==> config.mk <==
export PLATFORM = sky130hd
export DESIGN_NAME = camera_encode
export DESIGN_NICKNAME = d
export VERILOG_FILES = /design/src/rtl/camera_encode.sv
export SDC_FILE = /design/constraint.sdc
export NUM_CORES = 1
export LEC_CHECK = 0
export BUFFER_PORTS_ARGS = -buffer_cell sky130_fd_sc_hd__buf_2
export CORE_AREA = 4 4 61 119
export DETAILED_ROUTE_END_ITERATION = 6
export DIE_AREA = 0 0 65 123
export GPL_TIMING_DRIVEN = 0
export PLACE_DENSITY = 0.6
export SLEW_MARGIN = 20
export SYNTH_ARGS = -nofsm -noshare
export SYNTH_HDL_FRONTEND = slang
export SYNTH_SLANG_ARGS = --single-unit
==> constraint.sdc <==
create_clock -name i_clk -period 2.55 [get_ports i_clk]
set_clock_uncertainty 0.2 [all_clocks]
set_input_delay 0.1275 -clock i_clk [delete_from_list [all_inputs] [get_ports i_clk]]
set_output_delay 0.1275 -clock i_clk [all_outputs]
set_load 0.03 [all_outputs]
==> src/rtl/camera_encode.sv <==
// camera_encode: camera link transmit word builder and 2-bit serialiser.
// Idle fill, 4-word frame sync, then FRAME_WORDS payload words; MSB first.
//
// Ports:
//   i_clk          symbol clock, one 2-bit symbol per cycle
//   i_reset        synchronous, active-high
//   i_frame_req    one-cycle pulse requesting one frame
//   i_din          pixel word
//   i_din_valid    i_din holds a valid word
//   o_din_ready    word taken this cycle when i_din_valid is also high
//   o_sym          serial symbol; o_sym[1] goes out first (DDIO high phase)
//   o_word_strobe  high on phase 0 of every word
//   o_frame_active high from first sync symbol to last payload symbol
//   o_frame_done   one-cycle pulse after the last payload symbol
//   o_underrun     sticky payload underrun; cleared by next accepted request
//
// Build option CAMERA_ENCODE_CLAMP_EN: clamp payload into 0x004..0x3FB.

module camera_encode #(
  parameter int         FRAME_WORDS = 463360,
  parameter logic [9:0] IDLE_WORD   = 10'h155,
  parameter int         CNT_W       = 20
) (
  input  logic       i_clk,
  input  logic       i_reset,
  input  logic       i_frame_req,
  input  logic [9:0] i_din,
  input  logic       i_din_valid,
  output logic       o_din_ready,
  output logic [1:0] o_sym,
  output logic       o_word_strobe,
  output logic       o_frame_active,
  output logic       o_frame_done,
  output logic       o_underrun
);

  typedef enum logic [1:0] {
    ST_IDLE,
    ST_SYNC,
    ST_PAY
  } state_t;

  localparam logic [9:0] SYNC0 = 10'h3FF;
  localparam logic [9:0] SYNC1 = 10'h000;
  localparam logic [9:0] SYNC2 = 10'h000;
  localparam logic [9:0] SYNC3 = 10'h200;

  localparam logic [CNT_W-1:0] LAST_CNT =
    CNT_W'(FRAME_WORDS - 1);
  localparam logic [CNT_W-1:0] CNT_ONE =
    CNT_W'(1);

  localparam logic [2:0] PH_LAST = 3'd4;

  state_t           r_state;
  state_t           w_state;
  logic [2:0]       r_phase;
  logic [2:0]       w_phase;
  logic [9:0]       r_word;
  logic [9:0]       w_word;
  logic [1:0]       r_sym;
  logic [1:0]       w_sym;
  logic             r_strobe;
  logic             w_strobe;
  logic             r_active;
  logic             w_active;
  logic             r_done;
  logic             w_done;
  logic             r_underrun;
  logic             w_underrun;
  logic             r_pending;
  logic             w_pending;
  logic [CNT_W-1:0] r_cnt;
  logic [CNT_W-1:0] w_cnt;
  logic [1:0]       r_sidx;
  logic [1:0]       w_sidx;
  // Set while the final payload word is on the wire.
  logic             r_last;
  logic             w_last;

  logic             w_tick;
  logic             w_accept;
  logic             w_pend;
  logic [9:0]       w_pix;
  logic [9:0]       w_sync;

  assign w_tick = (r_phase == PH_LAST);

  // Requests during a frame are dropped, never queued.
  assign w_accept = i_frame_req & ~r_active;
  assign w_pend   = r_pending | w_accept;

`ifdef CAMERA_ENCODE_CLAMP_EN
  // Keep pixel data off the 0x000/0x3FF sync codes.
  always_comb begin
    w_pix = i_din;
    if (i_din < 10'h004) begin
      w_pix = 10'h004;
    end else if (i_din > 10'h3FB) begin
      w_pix = 10'h3FB;
    end
  end
`else
  assign w_pix = i_din;
`endif

  always_comb begin
    w_sync = SYNC0;
    unique case (r_sidx)
      2'd0: w_sync = SYNC0;
      2'd1: w_sync = SYNC1;
      2'd2: w_sync = SYNC2;
      2'd3: w_sync = SYNC3;
      default: w_sync = SYNC0;
    endcase
  end

  always_ff @(posedge i_clk) begin
    if (i_reset) begin
      r_state    <= ST_IDLE;
      r_phase    <= 3'd0;
      r_word     <= IDLE_WORD;
      r_sym      <= 2'b00;
      r_strobe   <= 1'b0;
      r_active   <= 1'b0;
      r_done     <= 1'b0;
      r_underrun <= 1'b0;
      r_pending  <= 1'b0;
      r_cnt      <= '0;
      r_sidx     <= 2'd0;
      r_last     <= 1'b0;
    end else begin
      r_state    <= w_state;
      r_phase    <= w_phase;
      r_word     <= w_word;
      r_sym      <= w_sym;
      r_strobe   <= w_strobe;
      r_active   <= w_active;
      r_done     <= w_done;
      r_underrun <= w_underrun;
      r_pending  <= w_pending;
      r_cnt      <= w_cnt;
      r_sidx     <= w_sidx;
      r_last     <= w_last;
    end
  end

  // The FSM picks the word at phase 4; it is on the wire from phase 0.
  always_comb begin
    w_state    = r_state;
    w_phase    = w_tick ? 3'd0 : r_phase + 3'd1;
    w_word     = r_word;
    w_strobe   = w_tick;
    w_active   = r_active;
    w_done     = 1'b0;
    w_underrun = r_underrun;
    w_pending  = w_pend;
    w_cnt      = r_cnt;
    w_sidx     = r_sidx;
    w_last     = r_last;

    if (w_accept) begin
      w_underrun = 1'b0;
    end

    if (w_tick) begin
      if (r_last) begin
        w_active = 1'b0;
        w_done   = 1'b1;
        w_last   = 1'b0;
      end

      unique case (r_state)
        ST_IDLE: begin
          w_word = IDLE_WORD;
          if (w_pend) begin
            w_word     = SYNC0;
            w_state    = ST_SYNC;
            w_sidx     = 2'd1;
            w_pending  = 1'b0;
            w_underrun = 1'b0;
            w_active   = 1'b1;
          end
        end
        ST_SYNC: begin
          w_word = w_sync;
          w_sidx = r_sidx + 2'd1;
          if (r_sidx == 2'd3) begin
            w_state = ST_PAY;
          end
        end
        ST_PAY: begin
          // A missing word is replaced, not skipped.
          if (i_din_valid) begin
            w_word = w_pix;
          end else begin
            w_word     = IDLE_WORD;
            w_underrun = 1'b1;
          end
          w_cnt = r_cnt + CNT_ONE;
          if (r_cnt == LAST_CNT) begin
            w_state = ST_IDLE;
            w_cnt   = '0;
            w_last  = 1'b1;
          end
        end
        default: begin
          w_state = ST_IDLE;
        end
      endcase
    end

    w_sym = r_sym;
    unique case (r_phase)
      3'd0: w_sym = r_word[7:6];
      3'd1: w_sym = r_word[5:4];
      3'd2: w_sym = r_word[3:2];
      3'd3: w_sym = r_word[1:0];
      default: w_sym = w_word[9:8];
    endcase
  end

  assign o_din_ready    = w_tick & (r_state == ST_PAY);
  assign o_sym          = r_sym;
  assign o_word_strobe  = r_strobe;
  assign o_frame_active = r_active;
  assign o_frame_done   = r_done;
  assign o_underrun     = r_underrun;

endmodule

# After elaboration in Yosys (flattened, before gate mapping)
# Cells that the tools add are included.
[op_classes]
n_addsub = 3
eq_ne = 13
mux = 25
bitwise = 5
reduce_logical = 12
[ops]
columns = ["cell", "n"]
rows = [
  ["10-bit one-hot mux with 3 select lines", 2],
  ["10-bit two-way mux", 3],
  ["20-bit by 1-bit adder with 20-bit output, second input constant", 1],
  ["20-bit by 19-bit equality test with 1-bit output, second input constant", 1],
  ["20-bit two-way mux", 1],
  ["1-bit two-way mux", 12],
  ["2-bit one-hot mux with 4 select lines", 1],
  ["2-bit equality test, second input constant", 3],
  ["3-bit by 2-bit equality test with 1-bit output, second input constant", 2],
  ["2-bit two-way mux", 3],
  ["2-bit != test, second input constant", 3],
  ["2-bit one-hot mux with 3 select lines", 1],
  ["2-bit OR reduction", 3],
  ["2-bit by 1-bit equality test with 1-bit output, second input constant", 2],
  ["2-bit zero test", 2],
  ["2-bit one-hot mux with 2 select lines", 1],
  ["2-bit AND reduction", 2],
  ["4-bit AND reduction", 1],
  ["3-bit by 1-bit adder with 3-bit output, second input constant", 1],
  ["3-bit by 1-bit equality test with 1-bit output, second input constant", 1],
  ["3-bit equality test, second input constant", 1],
  ["3-bit zero test", 1],
  ["3-bit AND reduction", 1],
  ["3-bit nonzero test", 1],
  ["6 further kinds", 8],
]
[word_totals]
regBits = 45
inputBits = 14

# Depth between registers and ports, before layout
[depth]
depth_word = 7
depth_mapped = 7

# Least setup slack after synthesis
# No wires, ideal clock.
[synth_timing]
path_kind = "register to register"
from = "register r_phase[0]"
to = "register r_cnt[16]"
setup_time_ps = 70
t_arrival_ps = 1884
t_required_ps = 2280
path_slack_ps = 397
path_stages_with_launch = 8
n_path_buf = 1
synth_period_minus_slack_ps = 2153
cell_sequence = "dfxtp_1 inv_1 ha_1 nand4b_2 or2_1 buf_2 or4_1 a21oi_1"
[synth_via]
elab_chain_cells = 2
[synth_lines]
columns = ["item", "line_no", "source"]
rows = [
  ["start: declaration", "57", "logic [2:0] r_phase;"],
  ["start signal: assignment", "134", "r_phase <= w_phase;"],
  ["3-bit equality test", "87", "assign w_tick = (r_phase == PH_LAST);"],
  ["2-bit AND reduction (no line)", "-", ""],
  ["end signal: assignment", "142", "r_cnt <= w_cnt;"],
  ["end: declaration", "73", "logic [CNT_W-1:0] r_cnt;"],
]
# Every way passes these cells.
# A chain may end at the register's enable or synchronous reset.

# Worst setup path in the final report
# Ends and elaborated chain as after synthesis.

==> reports/qor.csv <==
stage,metric,value,unit
detailed_routing,drt-wirelength-per-cell,14.3,um
timing,setup_total_negative_slack,0,ns
place,placedInstanceArea,2370,sq um
die,die_h,123,um
pwr,power_per_cell_area,623,nW/um^2
detailed_routing,highest_layer,met4,
die,design.die.area,8000,sq um
grt,grt_first_pass_wirelength,9030,um
grt,gr-usage-all-layers,14.3,%
logic_synthesis,post_synth_num_cell_types,47,
die,io_pins,21,
final_layout,area_growth,19.5,%
critical_path,maximum_fanout_along_the_worst_path,10,
timing,report.final.hold_viol_count,0,
clock_network,cts_buffer_depth,2,
place,post-place-ws,-0.0869,ns
detailed_routing,route.met3.wl,153,um
pwr,design_power_total,0.00161,W
detailed_routing,m1WireLength,2080,um
critical_path,timing.critical_path.arrival,2.39,ns
critical_path,worstSetupStartpointType,register,
die,chipWidth,65,um
die,initial_core_util,34.3,%
place,io_buffer_count,20,
timing,slew_of_the_pin_with_the_lowest_slew_margin,0.642,ns
logic_synthesis,netlist_instances,252,
logic_synthesis,synth-async-reset-ratio,0,%
detailed_routing,totalWireLength,5300,um
logic_synthesis,synth.net_count,274,
die,core,6310,sq um
grt,antenna_found_initial,0,
grt,globalRouteOverflowTotal,0,
timing,timing.final.crit_share,93.4,%
min_path,worst_hold_path_type,input pin to register,
final_layout,drive_gt1_share,13.7,%
clock_network,clk_tree_root_cell,clkbuf_16,
clock_network,cts.clk_slew.worst_paths,0.06,ns
logic_synthesis,largest_family_of_logic_cells_by_synthesized_area,simple AND/OR/NAND/NOR gates,
final_layout,layout_common_cells,"dfxtp_1 (45), nand2_1 (25), buf_2 (22)",
logic_synthesis,synth_edf_count,0,
logic_synthesis,synthFlopType,dfxtp_1,
detailed_routing,detail_route.vias_per_cell,5.30,
logic_synthesis,synth.yosys.seq_area_share,41.6,%
timing,final-max-slew-violation-count,0,
critical_path,worst_setup_path_end_kind,register,
logic_synthesis,yosys.area_share.adder,4.63,%
logic_synthesis,synthesis.yosys.warnings,0,
die,fp-row-count,41,
logic_synthesis,synth.mux.area_fraction,0,%
pwr,static-leakage-power,0.933,nW
timing,timing.final.ws_setup,0.170,ns
detailed_routing,antenna_violating_nets_post_route,0,
grt,maximum_number_of_pins_on_one_net_before_global_route_repair,14,
clock_network,htree_levels,2,
timing,setup_viol_count_final,0,
detailed_routing,routed-via-count,1961,
logic_synthesis,yosys.area_share.simple,25.4,%
final_layout,numnets_final,305,
logic_synthesis,synth_compound_area_share,20.5,%
final_layout,fin_util,41.0,%
detailed_routing,dr_wl_met2,2940,um
final_layout,layout_fillers,657,
logic_synthesis,syn_area_per_cell,8.58,sq um
logic_synthesis,netlist_area,2160,sq um
pwr,max-vdd-ir-drop,414,uV
timing,period_needed,2.38,ns
place,gp_congestion,0.830,
clock_network,cts_tree,built,
clock_network,cts_made_buffers,5,
final_layout,final_design_area_no_fill,2590,sq um
logic_synthesis,yosys.area_share.xor_xnor,3.64,%
logic_synthesis,flop_and_latch_count_out_of_synthesis,45,
clock_network,clock_insertion_delay_worst_skew,0.28,ns
final_layout,antenna-diode-count,0,
final_layout,leading_cell_type_in_the_layout_fill_and_taps_excluded,dfxtp_1,
clock_network,total_clock_sinks,45,
detailed_routing,drt-pass1-iter-count,5,
critical_path,startpoint_to_endpoint_class_of_the_critical_path,register to register,
run_status,run_status,completed,
timing,relSlewSlack,56.8,%
detailed_routing,drc_errors,0,
place,detailed_place_hpwl,3950,um
grt,grt_pass1_vias,1969,
critical_path,crit_required,2.56,ns
clock_network,cts_setup_buffers,0,
timing,max_freq,420,MHz
flow_run,maxCapViolCount,0,
detailed_routing,dr.first_iter.drc_count,161,
## logic make-up after synthesis
logic type,Yosys count
AOI/OAI and AO/OA,66
xor gates and xnor gates,9
adders and majority gates,8
buffers and inverters,23
DFF,45
and+or+nand+nor,101
## through the flow
step	hold WS (ns)	std cells
finish	0.000393	370
global route	0.0575	370
CTS	0.000392	370
detailed placement	0.206	358
global placement	0.204	358
floorplan	0.0900	252
## layer usage
metal | global-route usage, % | vias up
met5 | 0 | -
met3 | 2.55 | 9
li1 | - | 992
met2 | 27.8 | 40
met1 | 14.3 | 920
met4 | 6.49 | 0
## cells in the mapped netlist (3+ instances only)
library cell	count	share of area [%]
nor3_1	8	1.9
nand3_1	7	1.6
and3_1	4	1.2
xnor2_1	4	1.6
or3_1	3	0.87
inv_1	12	2.1
nand4_1	5	1.4
or4_1	9	3.1
ha_1	8	4.6
nand2_1	25	4.3
xor2_1	5	2.0
o21ai_0	10	2.3
nor2_1	19	3.3
o2bb2ai_1	4	1.6
and4_1	4	1.6
a21oi_1	22	5.1
o31ai_1	9	3.1
clkbuf_1	6	1.0
a311oi_1	4	1.6
dfxtp_1	45	42
a211oi_1	4	1.4
## worst paths after layout
check,slack (ns),endpoint,startpoint,cells past startpoint
max,0.17,r_cnt[16]$_SDFFE_PP0P_,r_phase[0]$_SDFF_PP0_,7
min,0.0004,r_word[0]$_SDFFE_PP1P_,i_din[0],4
max reg2reg,0.17,r_cnt[16]$_SDFFE_PP0P_,r_phase[0]$_SDFF_PP0_,7
min reg2reg,0.28,r_word[4]$_SDFFE_PP1P_,r_word[4]$_SDFFE_PP1P_,2
## final cells by class
class                   count  area (sq um)  share of cell area, %
plain buffers               9          37.5                   1.45
clock buffers               7           153                   5.90
clock inverters             1          5.00                  0.194
inverters                  14          52.6                   2.03
multi-input cells         184          1190                   46.0
flip-flops and latches     45           901                   34.8
well taps                  86           108                   4.16
repair buffers             24           140                   5.42
## critical path, stage by stage, from the launching register on
cell and delay [ns]:
dfxtp_1 0.34, inv_1 0.09, ha_2 0.27, nand4b_2 0.21
or2_4 0.33, buf_2 0.19, or4_1 0.52, a21oi_1 0.15
## where the power goes
group | total [W] | switching, W | internal [W]
logic | 0.000189 | 0.000119 | 0.0000697
clock network | 0.000676 | 0.000261 | 0.000415
registers | 0.000746 | 0.0000191 | 0.000727
total | 0.00161 | 0.000400 | 0.00121
## flip-flops by register name, summed over array words and instances (netlist names)
name            count
o_underrun          1
r_sidx              2
o_frame_active      1
r_state             2
r_pending           1
r_phase             3
o_word_strobe       1
o_frame_done        1
r_cnt              20
o_sym               2
r_word             10
r_last              1
## timing repair
action	in CTS	in global routing
hold endpoints to repair	4	0
setup endpoints to repair	10	21
resized for setup	1	3
gates cloned	0	0
hold buffers	4	0
(Power assumes the default switching activity.)
